--- config.mk ---
export PLATFORM = sky130hd
export DESIGN_NAME = vga_block_draw_arbiter_flat
export DESIGN_NICKNAME = d
export VERILOG_FILES = /design/src/rtl/vga_draw_pkg.sv /design/src/rtl/vga_block_draw_arbiter_if.sv /design/src/rtl/rr_arbiter.sv /design/src/rtl/vga_block_draw_arbiter.sv /design/src/flat_wrapper.sv
export SDC_FILE = /design/constraint.sdc
export NUM_CORES = 1
export LEC_CHECK = 0
export BUFFER_PORTS_ARGS = -buffer_cell sky130_fd_sc_hd__buf_2
export CAP_MARGIN = 30
export CORE_MARGIN = 2
export CORE_UTILIZATION = 45
export DETAILED_ROUTE_END_ITERATION = 10
export PLACE_DENSITY = 0.81
export SYNTH_ARGS = -nofsm -noshare
export SYNTH_HDL_FRONTEND = slang
export SYNTH_SLANG_ARGS = --single-unit
--- constraint.sdc ---
create_clock -name clk -period 3.6 [get_ports clk]
set_input_delay 0 -clock clk [delete_from_list [all_inputs] [get_ports clk]]
set_output_delay 0 -clock clk [all_outputs]
set_load 0.05 [all_outputs]
--- src/rtl/vga_draw_pkg.sv ---
// Shared types and constants for the VGA drawing datapath.
// Screen geometry, pixel bus widths, FSM state encoding and the on-screen test.
package vga_draw_pkg;

  localparam int unsigned SCREEN_W = 160;
  localparam int unsigned SCREEN_H = 120;
  localparam int unsigned X_W      = 8;
  localparam int unsigned Y_W      = 7;
  localparam int unsigned COLOUR_W = 3;

  localparam logic [COLOUR_W-1:0] COL_BLACK = 3'b000;
  localparam logic [COLOUR_W-1:0] COL_BLUE  = 3'b001;

  typedef enum logic [1:0] {
    IDLE = 2'd0,
    DRAW = 2'd1,
    DONE = 2'd2
  } state_t;

  typedef struct packed {
    logic [X_W-1:0]      x;
    logic [Y_W-1:0]      y;
    logic [COLOUR_W-1:0] colour;
  } pixel_t;

  // True when a (possibly wrapped) coordinate lies inside the visible screen.
  function automatic logic on_screen(input logic [X_W-1:0] x, input logic [Y_W-1:0] y);
    return (x < X_W'(SCREEN_W)) && (y < Y_W'(SCREEN_H));
  endfunction

endpackage

--- src/rtl/vga_block_draw_arbiter_if.sv ---
// Client request / VGA pixel-port bundle for vga_block_draw_arbiter.
// master = clients + adapter side, slave = the arbiter.
interface vga_block_draw_arbiter_if
  import vga_draw_pkg::*;
#(
  parameter int unsigned NUM_REQ = 3
) ();

  logic [NUM_REQ-1:0]          req;
  logic [X_W*NUM_REQ-1:0]      req_x;
  logic [Y_W*NUM_REQ-1:0]      req_y;
  logic [COLOUR_W*NUM_REQ-1:0] req_colour;
  logic [NUM_REQ-1:0]          ack;
  logic                        busy;
  logic [X_W-1:0]              vga_x;
  logic [Y_W-1:0]              vga_y;
  logic [COLOUR_W-1:0]         vga_colour;
  logic                        vga_plot;

  modport master (
    output req, req_x, req_y, req_colour,
    input  ack, busy, vga_x, vga_y, vga_colour, vga_plot
  );

  modport slave (
    input  req, req_x, req_y, req_colour,
    output ack, busy, vga_x, vga_y, vga_colour, vga_plot
  );

endinterface

--- src/rtl/rr_arbiter.sv ---
// Combinational round-robin arbiter: search starts at i_rr_ptr and wraps.
// Produces a one-hot grant and its encoded index (both zero when nothing requests).
module rr_arbiter #(
  parameter int unsigned NUM_REQ = 3,
  parameter int unsigned IDX_W   = $clog2(NUM_REQ)
) (
  input  logic [NUM_REQ-1:0] i_req,
  input  logic [IDX_W-1:0]   i_rr_ptr,
  output logic [NUM_REQ-1:0] o_grant_c,
  output logic [IDX_W-1:0]   o_grant_idx_c
);

  localparam int unsigned SUM_W = IDX_W + 1;

  logic [SUM_W-1:0] w_cand;
  logic             w_found;

  // First requester at or after the pointer, modulo NUM_REQ.
  always_comb begin
    o_grant_c     = '0;
    o_grant_idx_c = '0;
    w_found       = 1'b0;
    w_cand        = '0;
    for (int unsigned k = 0; k < NUM_REQ; k++) begin
      w_cand = SUM_W'(i_rr_ptr) + SUM_W'(k);
      if (w_cand >= SUM_W'(NUM_REQ)) begin
        w_cand = w_cand - SUM_W'(NUM_REQ);
      end
      if (!w_found && i_req[w_cand[IDX_W-1:0]]) begin
        w_found                        = 1'b1;
        o_grant_c[w_cand[IDX_W-1:0]]   = 1'b1;
        o_grant_idx_c                  = w_cand[IDX_W-1:0];
      end
    end
  end

endmodule

--- src/rtl/vga_block_draw_arbiter.sv ---
// Shares the VGA pixel-write port between block-drawing clients (round-robin).
// Optional VGA_BLOCK_CLIP_EN suppresses plot for pixels outside the 160x120 screen.
module vga_block_draw_arbiter
  import vga_draw_pkg::*;
#(
  parameter int unsigned NUM_REQ    = 3,
  parameter int unsigned BLOCK_SIZE = 4
) (
  input  logic                     clk,
  input  logic                     resetn,
  vga_block_draw_arbiter_if.slave  bus
);

  localparam int unsigned IDX_W    = $clog2(NUM_REQ);
  localparam int unsigned L        = $clog2(BLOCK_SIZE);
  localparam int unsigned CNT_W    = (L == 0) ? 1 : 2 * L;
  localparam logic [CNT_W-1:0] CNT_MAX  = CNT_W'(BLOCK_SIZE * BLOCK_SIZE - 1);
  localparam logic [CNT_W-1:0] X_MASK   = CNT_W'(BLOCK_SIZE - 1);
  localparam logic [IDX_W-1:0] LAST_IDX = IDX_W'(NUM_REQ - 1);

  state_t               r_state, w_state_n;
  logic [CNT_W-1:0]     r_cnt, w_cnt_n;
  logic [IDX_W-1:0]     r_rr_ptr, w_rr_ptr_n;
  logic [IDX_W-1:0]     r_gidx, w_gidx_n;
  logic [NUM_REQ-1:0]   r_grant, w_grant_n;
  pixel_t               r_base, w_base_n;
  logic [NUM_REQ-1:0]   r_ack, w_ack_n;
  logic                 r_busy, w_busy_n;
  logic                 r_plot, w_plot_n;
  logic [X_W-1:0]       r_vga_x, w_vga_x_n;
  logic [Y_W-1:0]       r_vga_y, w_vga_y_n;
  logic [COLOUR_W-1:0]  r_vga_colour, w_vga_colour_n;
  logic                 w_draw;

  logic [NUM_REQ-1:0]   w_arb_grant;
  logic [IDX_W-1:0]     w_arb_idx;
  pixel_t               w_sel;

  rr_arbiter #(
    .NUM_REQ (NUM_REQ),
    .IDX_W   (IDX_W)
  ) u_rr_arbiter (
    .i_req         (bus.req),
    .i_rr_ptr      (r_rr_ptr),
    .o_grant_c     (w_arb_grant),
    .o_grant_idx_c (w_arb_idx)
  );

  // Request payload of the client the arbiter currently picks.
  assign w_sel.x      = bus.req_x[w_arb_idx * X_W +: X_W];
  assign w_sel.y      = bus.req_y[w_arb_idx * Y_W +: Y_W];
  assign w_sel.colour = bus.req_colour[w_arb_idx * COLOUR_W +: COLOUR_W];

  always_ff @(posedge clk or negedge resetn) begin
    if (!resetn) begin
      r_state      <= IDLE;
      r_cnt        <= '0;
      r_rr_ptr     <= '0;
      r_gidx       <= '0;
      r_grant      <= '0;
      r_base       <= '0;
      r_ack        <= '0;
      r_busy       <= 1'b0;
      r_plot       <= 1'b0;
      r_vga_x      <= '0;
      r_vga_y      <= '0;
      r_vga_colour <= COL_BLACK;
    end else begin
      r_state      <= w_state_n;
      r_cnt        <= w_cnt_n;
      r_rr_ptr     <= w_rr_ptr_n;
      r_gidx       <= w_gidx_n;
      r_grant      <= w_grant_n;
      r_base       <= w_base_n;
      r_ack        <= w_ack_n;
      r_busy       <= w_busy_n;
      r_plot       <= w_plot_n;
      r_vga_x      <= w_vga_x_n;
      r_vga_y      <= w_vga_y_n;
      r_vga_colour <= w_vga_colour_n;
    end
  end

  // Next state plus the pixel that will be presented after the coming edge.
  always_comb begin
    w_state_n      = r_state;
    w_cnt_n        = r_cnt;
    w_rr_ptr_n     = r_rr_ptr;
    w_gidx_n       = r_gidx;
    w_grant_n      = r_grant;
    w_base_n       = r_base;
    w_ack_n        = '0;
    w_draw         = 1'b0;
    w_plot_n       = 1'b0;
    w_vga_x_n      = '0;
    w_vga_y_n      = '0;
    w_vga_colour_n = COL_BLACK;

    unique case (r_state)
      IDLE: begin
        if (|bus.req) begin
          w_state_n = DRAW;
          w_gidx_n  = w_arb_idx;
          w_grant_n = w_arb_grant;
          w_base_n  = w_sel;
          w_cnt_n   = '0;
          w_draw    = 1'b1;
        end
      end
      DRAW: begin
        if (r_cnt == CNT_MAX) begin
          w_state_n = DONE;
          w_ack_n   = r_grant;
        end else begin
          w_cnt_n = r_cnt + CNT_W'(1);
          w_draw  = 1'b1;
        end
      end
      DONE: begin
        w_state_n  = IDLE;
        w_rr_ptr_n = (r_gidx == LAST_IDX) ? '0 : r_gidx + IDX_W'(1);
      end
      default: begin
        w_state_n = IDLE;
      end
    endcase

    // Row-major walk: low counter bits step x, high bits step y; sums wrap.
    if (w_draw) begin
      w_vga_x_n      = w_base_n.x + X_W'(w_cnt_n & X_MASK);
      w_vga_y_n      = w_base_n.y + Y_W'(w_cnt_n >> L);
      w_vga_colour_n = w_base_n.colour;
`ifdef VGA_BLOCK_CLIP_EN
      w_plot_n       = on_screen(w_vga_x_n, w_vga_y_n);
`else
      w_plot_n       = 1'b1;
`endif
    end

    w_busy_n = (w_state_n != IDLE);
  end

  assign bus.ack        = r_ack;
  assign bus.busy       = r_busy;
  assign bus.vga_x      = r_vga_x;
  assign bus.vga_y      = r_vga_y;
  assign bus.vga_colour = r_vga_colour;
  assign bus.vga_plot   = r_plot;

endmodule

--- src/flat_wrapper.sv ---
// flat-port wrapper written by rule: the top's interface ports become plain ports
module vga_block_draw_arbiter_flat import vga_draw_pkg::*;
#(
  parameter int unsigned NUM_REQ    = 3,
  parameter int unsigned BLOCK_SIZE = 4
)
  (clk, resetn, bus_req, bus_req_x, bus_req_y, bus_req_colour, bus_ack, bus_busy, bus_vga_x, bus_vga_y, bus_vga_colour, bus_vga_plot);
  vga_block_draw_arbiter_if #(.NUM_REQ(NUM_REQ)) bus_i ();
  input  logic clk;
  input  logic resetn;
  input wire logic [$bits(bus_i.req)-1:0] bus_req;
  input wire logic [$bits(bus_i.req_x)-1:0] bus_req_x;
  input wire logic [$bits(bus_i.req_y)-1:0] bus_req_y;
  input wire logic [$bits(bus_i.req_colour)-1:0] bus_req_colour;
  output wire logic [$bits(bus_i.ack)-1:0] bus_ack;
  output wire logic [$bits(bus_i.busy)-1:0] bus_busy;
  output wire logic [$bits(bus_i.vga_x)-1:0] bus_vga_x;
  output wire logic [$bits(bus_i.vga_y)-1:0] bus_vga_y;
  output wire logic [$bits(bus_i.vga_colour)-1:0] bus_vga_colour;
  output wire logic [$bits(bus_i.vga_plot)-1:0] bus_vga_plot;
  assign bus_i.req = bus_req;
  assign bus_i.req_x = bus_req_x;
  assign bus_i.req_y = bus_req_y;
  assign bus_i.req_colour = bus_req_colour;
  assign bus_ack = bus_i.ack;
  assign bus_busy = bus_i.busy;
  assign bus_vga_x = bus_i.vga_x;
  assign bus_vga_y = bus_i.vga_y;
  assign bus_vga_colour = bus_i.vga_colour;
  assign bus_vga_plot = bus_i.vga_plot;
  vga_block_draw_arbiter #(.NUM_REQ(NUM_REQ), .BLOCK_SIZE(BLOCK_SIZE)) u_core (.clk(clk), .resetn(resetn), .bus(bus_i));
endmodule
Yosys cells after proc, flatten, opt, wreduce, memory -nomap -nowiden
Cells that the tools add are included.
Widths: inputs -> output; s select.
- $add $sub $neg: 9
- multiply operators: 2
- $lt $le $gt $ge: 9
- eq/ne operators: 4
- shifts and indexed selects: 3
- multiplexer cells: 41
- bitwise gates (word level): 2
- reductions and logical operators: 11
- operators with widths (operator ; count):
    $mux 18 ; 2
    $shiftx 24x6->8 ; 1
    $shiftx 21x6->7 ; 1
    $mux 2 ; 9
    $mux 3 ; 6
    $mux 1 ; 11
    $lt 2x3->1 const B ; 3
    $shiftx 9x5->3 ; 1
    $add 8x2->8 ; 1
    $mux 4 ; 2
    $mux 8 ; 1
    $pmux 4 s2 ; 1
    $add 7x2->7 ; 1
    $mux 7 ; 1
    $bmux 1 s2 ; 3
    $demux 1 s2 ; 3
    $ge 2x1->1 const B ; 3
    $ge 3x2->1 const B ; 2
    $or 3x3->3 ; 2
    $sub 2x2->2 const B ; 3
    $logic_and 1x1->1 ; 5
    $mul 2x3->5 const B ; 1
    $add 4x1->4 const B ; 1
    $eq 2x2->1 const B ; 2
    14 further kinds ; 15
- register bits after elaboration: 54
- input port bits: 59

Logic depth before layout (Yosys ltp)
- depth in word-level cells: 17
- depth in mapped cells: 19
- gate-level depth less buffers: 16

Cells and area by module
Synthesis repeated with hierarchy kept, for this count alone.
- cell total of the unflattened synthesis: 293
- area, all modules: 2941.6 µm²
- by module, submodules not included (module ; times used ; cells each ; area each (µm²)):
    vga_block_draw_arbiter ; 1 ; 255 ; 2675.1
    rr_arbiter ; 1 ; 38 ; 266.5

Least setup slack after synthesis
Ideal clock, no wire load.
- path type: flip-flop to flip-flop
- from: reg u_core.r_rr_ptr[0]
- to: reg u_core.r_vga_x[6] (netlist: u_core.bus.vga_x[6])
- setup time: 79 ps
- arrival: 3478 ps
- required time: 3521 ps
- setup slack: 43 ps
- stages on the path, launching flop included: 19
- path buffers: 3
- period minus slack after synthesis: 3557 ps
- path through: dfrtp_1 -> inv_1 -> ha_1 -> buf_6 -> mux2_4 -> mux2i_4 -> or3_1 -> buf_6 -> nand2_4 -> buf_6 -> nor2_1 -> a21oi_1 -> o21ai_0 -> ha_1 -> inv_1 -> fa_1 -> a211o_1 -> nor3b_2 -> mux2i_1
- RTL lines (element ; line ; source):
    start, declared ; vga_block_draw_arbiter.sv:23 ; logic [IDX_W-1:0] r_rr_ptr, w_rr_ptr_n;
    start signal, assigned ; vga_block_draw_arbiter.sv:71 ; r_rr_ptr <= w_rr_ptr_n;
    end signal, assigned ; vga_block_draw_arbiter.sv:78 ; r_vga_x <= w_vga_x_n;
    end, declared ; vga_block_draw_arbiter.sv:30 ; logic [X_W-1:0] r_vga_x, w_vga_x_n;

==> results.ini <==
[floorplan]
ios = 82
core_area_mm2 = 0.00676
dieArea_mm2 = 0.00763
die_y_um = 87.4
initial_utilization = 0.463
num_rows = 30
die_w_um = 87.4

[detailed_routing]
post_drt_via_cell_ratio = 5.56
drcViolationCount = 0
drtIter0Drc = 200
ant_nets = 0
routed_wl_um = 8290
dr.pass1.iters = 4
vias = 2742
routedWlPerCell_um = 16.8

[timing]
max_slew.worst_pin.slew_ns = 0.681
holdWs_ns = 0.110
slew_headroom = 0.546
fmax_mhz = 288
maxSlewViolCount = 0
finalCriticalPeriod_ns = 3.48
period_share = 0.966
clock_skew_ns = 0.0102
setup_viol = 0
hold_viol = 0

[hold_path]
hp-class = in2reg

[pwr]
leakagePower_nw = 1.87
p_per_area_mw_per_mm2 = 951
vdd_ir_drop_max_mv = 0.473
p_total_mw = 3.78

[finish]
fin_area_mm2 = 0.00398
layout.cells.non_filler = 493
layout.nets = 482
finish.utilization = 0.589
insertedDiodeCount = 0
num-fill-cells = 569
area_growth_pct = 27.3
mostFrequentLayoutCell = buf_2
most-common-layout-cells = 81 x buf_2, 52 x dfrtp_1, 28 x buf_4
drive_gt1_frac = 0.383

[global_routing]
gr-usage-all-layers = 0.217
grt_max_degree = 55
grt_overflow = 0
antenna_found_initial = 0
grt_pass1_wl_um = 12900
grt_pass1_vias = 2830

[synth]
synth-seq-cells = 54
synth_warnings = 0
synth-main-ff-cell = dfrtp_1
syn_area_mm2 = 0.00313
async_reset_ff_frac = 1.00
avgSynthCellArea_um2 = 10.2
synth_edf_count = 0
ys_seq_area_frac = 0.432
synth_fp_nets = 376
syn-instance-count = 306
synth.distinct_cells = 65

[setup_path]
crit_chain = inv_2 -> ha_4 -> nand3b_1 -> o21ai_4 -> or3_4 -> nand2_8 -> mux2i_1 -> nor2_1 -> a21oi_1 -> o21ai_1 -> ha_2 -> inv_1 -> fa_2 -> a211o_1 -> nor3b_2 -> mux2i_1
cp_slowest_cell = dfrtp_2
worst-path-max-fanout = 8
crit_arrival_ns = 3.72
critPathKind = reg2reg
worst_setup_path_start_kind = flop
cpMostUsedCell = mux2i_1
critPathCaptureType = flop
worst-endpoint-required_ns = 3.85
slowest_delay_ns = 0.46

[placement]
place.gp.congestion = 0.846
dp_cells = 473
numPortBuffers = 81
place_area_mm2 = 0.00369
hpwl_um = 6040

[clocking]
insertion_delay_ns = 0.32
tritoncts = done
numCtsBuffers = 5
clock-sinks = 54
clk_pin_slew_ns = 0.10
cts_max_path_buffers = 2
cts_max_level = 2
root_buffer = clkbuf_8

[job]
max-cap-violations = 0

[outcome]
outcome = finished, final reports clean

sequential cells by signal, indices dropped and copies added (netlist names):
register and cells:
u_core.bus.vga_plot 1, u_core.r_cnt 4, u_core.r_gidx 2, u_core.r_rr_ptr 2
u_core.bus.busy 1, u_core.r_base 18, u_core.bus.vga_x 8, u_core.r_grant 3
u_core.bus.vga_y 7, u_core.bus.ack 3, u_core.r_state 2, u_core.bus.vga_colour 3
worst paths after layout:
path                                          from                  end  slack (ns)  cells past startpoint
min in group asynchronous                   resetn  u_core.bus.vga_plot        0.33                      3
worst min-delay path             bus_req_colour[8]     u_core.r_base[2]        0.11                      4
worst min register to register   u_core.r_grant[2]    u_core.r_grant[2]        0.48                      2
max in group asynchronous                   resetn   u_core.r_rr_ptr[1]        2.78                      3
worst max register to register  u_core.r_rr_ptr[0]  u_core.bus.vga_x[6]        0.12                     16
worst max-delay path            u_core.r_rr_ptr[0]  u_core.bus.vga_x[6]        0.12                     16
synthesized netlist by cell type, types with 5 or more instances:
master | count | area, µm²
nand2_1 | 26 | 97.6
nor2_1 | 22 | 82.6
nand2b_1 | 5 | 31.3
o21ai_0 | 15 | 75.1
o21a_1 | 5 | 37.5
o211ai_1 | 8 | 60.1
dfrtp_1 | 54 | 1350
inv_1 | 15 | 56.3
ha_1 | 9 | 113
and2_1 | 9 | 56.3
clkbuf_1 | 5 | 18.8
a21o_1 | 7 | 52.6
o21ai_1 | 5 | 25.0
a21oi_1 | 18 | 90.1
and3_1 | 7 | 43.8
mux2i_1 | 15 | 150
xnor2_1 | 5 | 43.8
where the power goes:
| part | switching (mW) | internal, mW |
|---|---|---|
| Combinational | 1.51 | 0.948 |
| Sequential | 0.113 | 0.875 |
| Clock | 0.202 | 0.138 |
critical path: cells and delay by family, from the launching register on:
kind / cells / cell delay (ns)
AO/OA/AOI/OAI: 4 / 0.70
multiplexers: 2 / 0.27
adder cells (fa/ha/maj): 3 / 0.82
flip-flops: 1 / 0.46
AND/OR/NAND/NOR: 5 / 1.02
buffers and inverters: 2 / 0.15
repair_timing:
| action | in CTS | in global routing |
|---|---|---|
| hold endpoints to repair | 54 | 0 |
| hold buffers | 1 | 0 |
| gates cloned | 0 | 0 |
| pin swaps | 0 | 8 |
| buffers inserted | 0 | 11 |
| endpoints found under the setup margin | 4 | 9 |
| resized for setup | 4 | 22 |
cells by family after synthesis:
kind of cell | Yosys count | synth area share
AND/OR/NAND/NOR | 99 | 0.166
adder cells (fa/ha/maj) | 11 | 0.0488
flip-flops | 54 | 0.432
XOR/XNOR | 6 | 0.0168
AO/OA/AOI/OAI | 88 | 0.211
multiplexers | 22 | 0.0824
buffers and inverters | 26 | 0.0420
metrics by stage:
stage               setup slack, ns  setup TNS, ns
floorplan                    0.0429              0
global placement              0.126              0
detailed placement          -0.0967         -0.267
CTS                          0.0206              0
global route                 -0.106         -0.150
finish                        0.123              0
per-layer routing:
layer | up-vias | wire length, µm | track usage
met5 | - | 0 | 0
met4 | 0 | 217 | 0.0741
met3 | 17 | 507 | 0.0493
met2 | 91 | 4220 | 0.377
met1 | 1325 | 3340 | 0.264
li1 | 1309 | - | -
area by class of cell:
type	count	area [µm²]	area share
Clock buffer	6	72.6	0.0182
Inverter	15	56.3	0.0141
Sequential cell	54	1350	0.340
Clock inverter	2	13.8	0.00346
Timing Repair Buffer	110	626	0.157
Multi-Input combinational cell	226	1760	0.442
Tap cell	80	100	0.0251
Power figures use the tool's default switching activity.
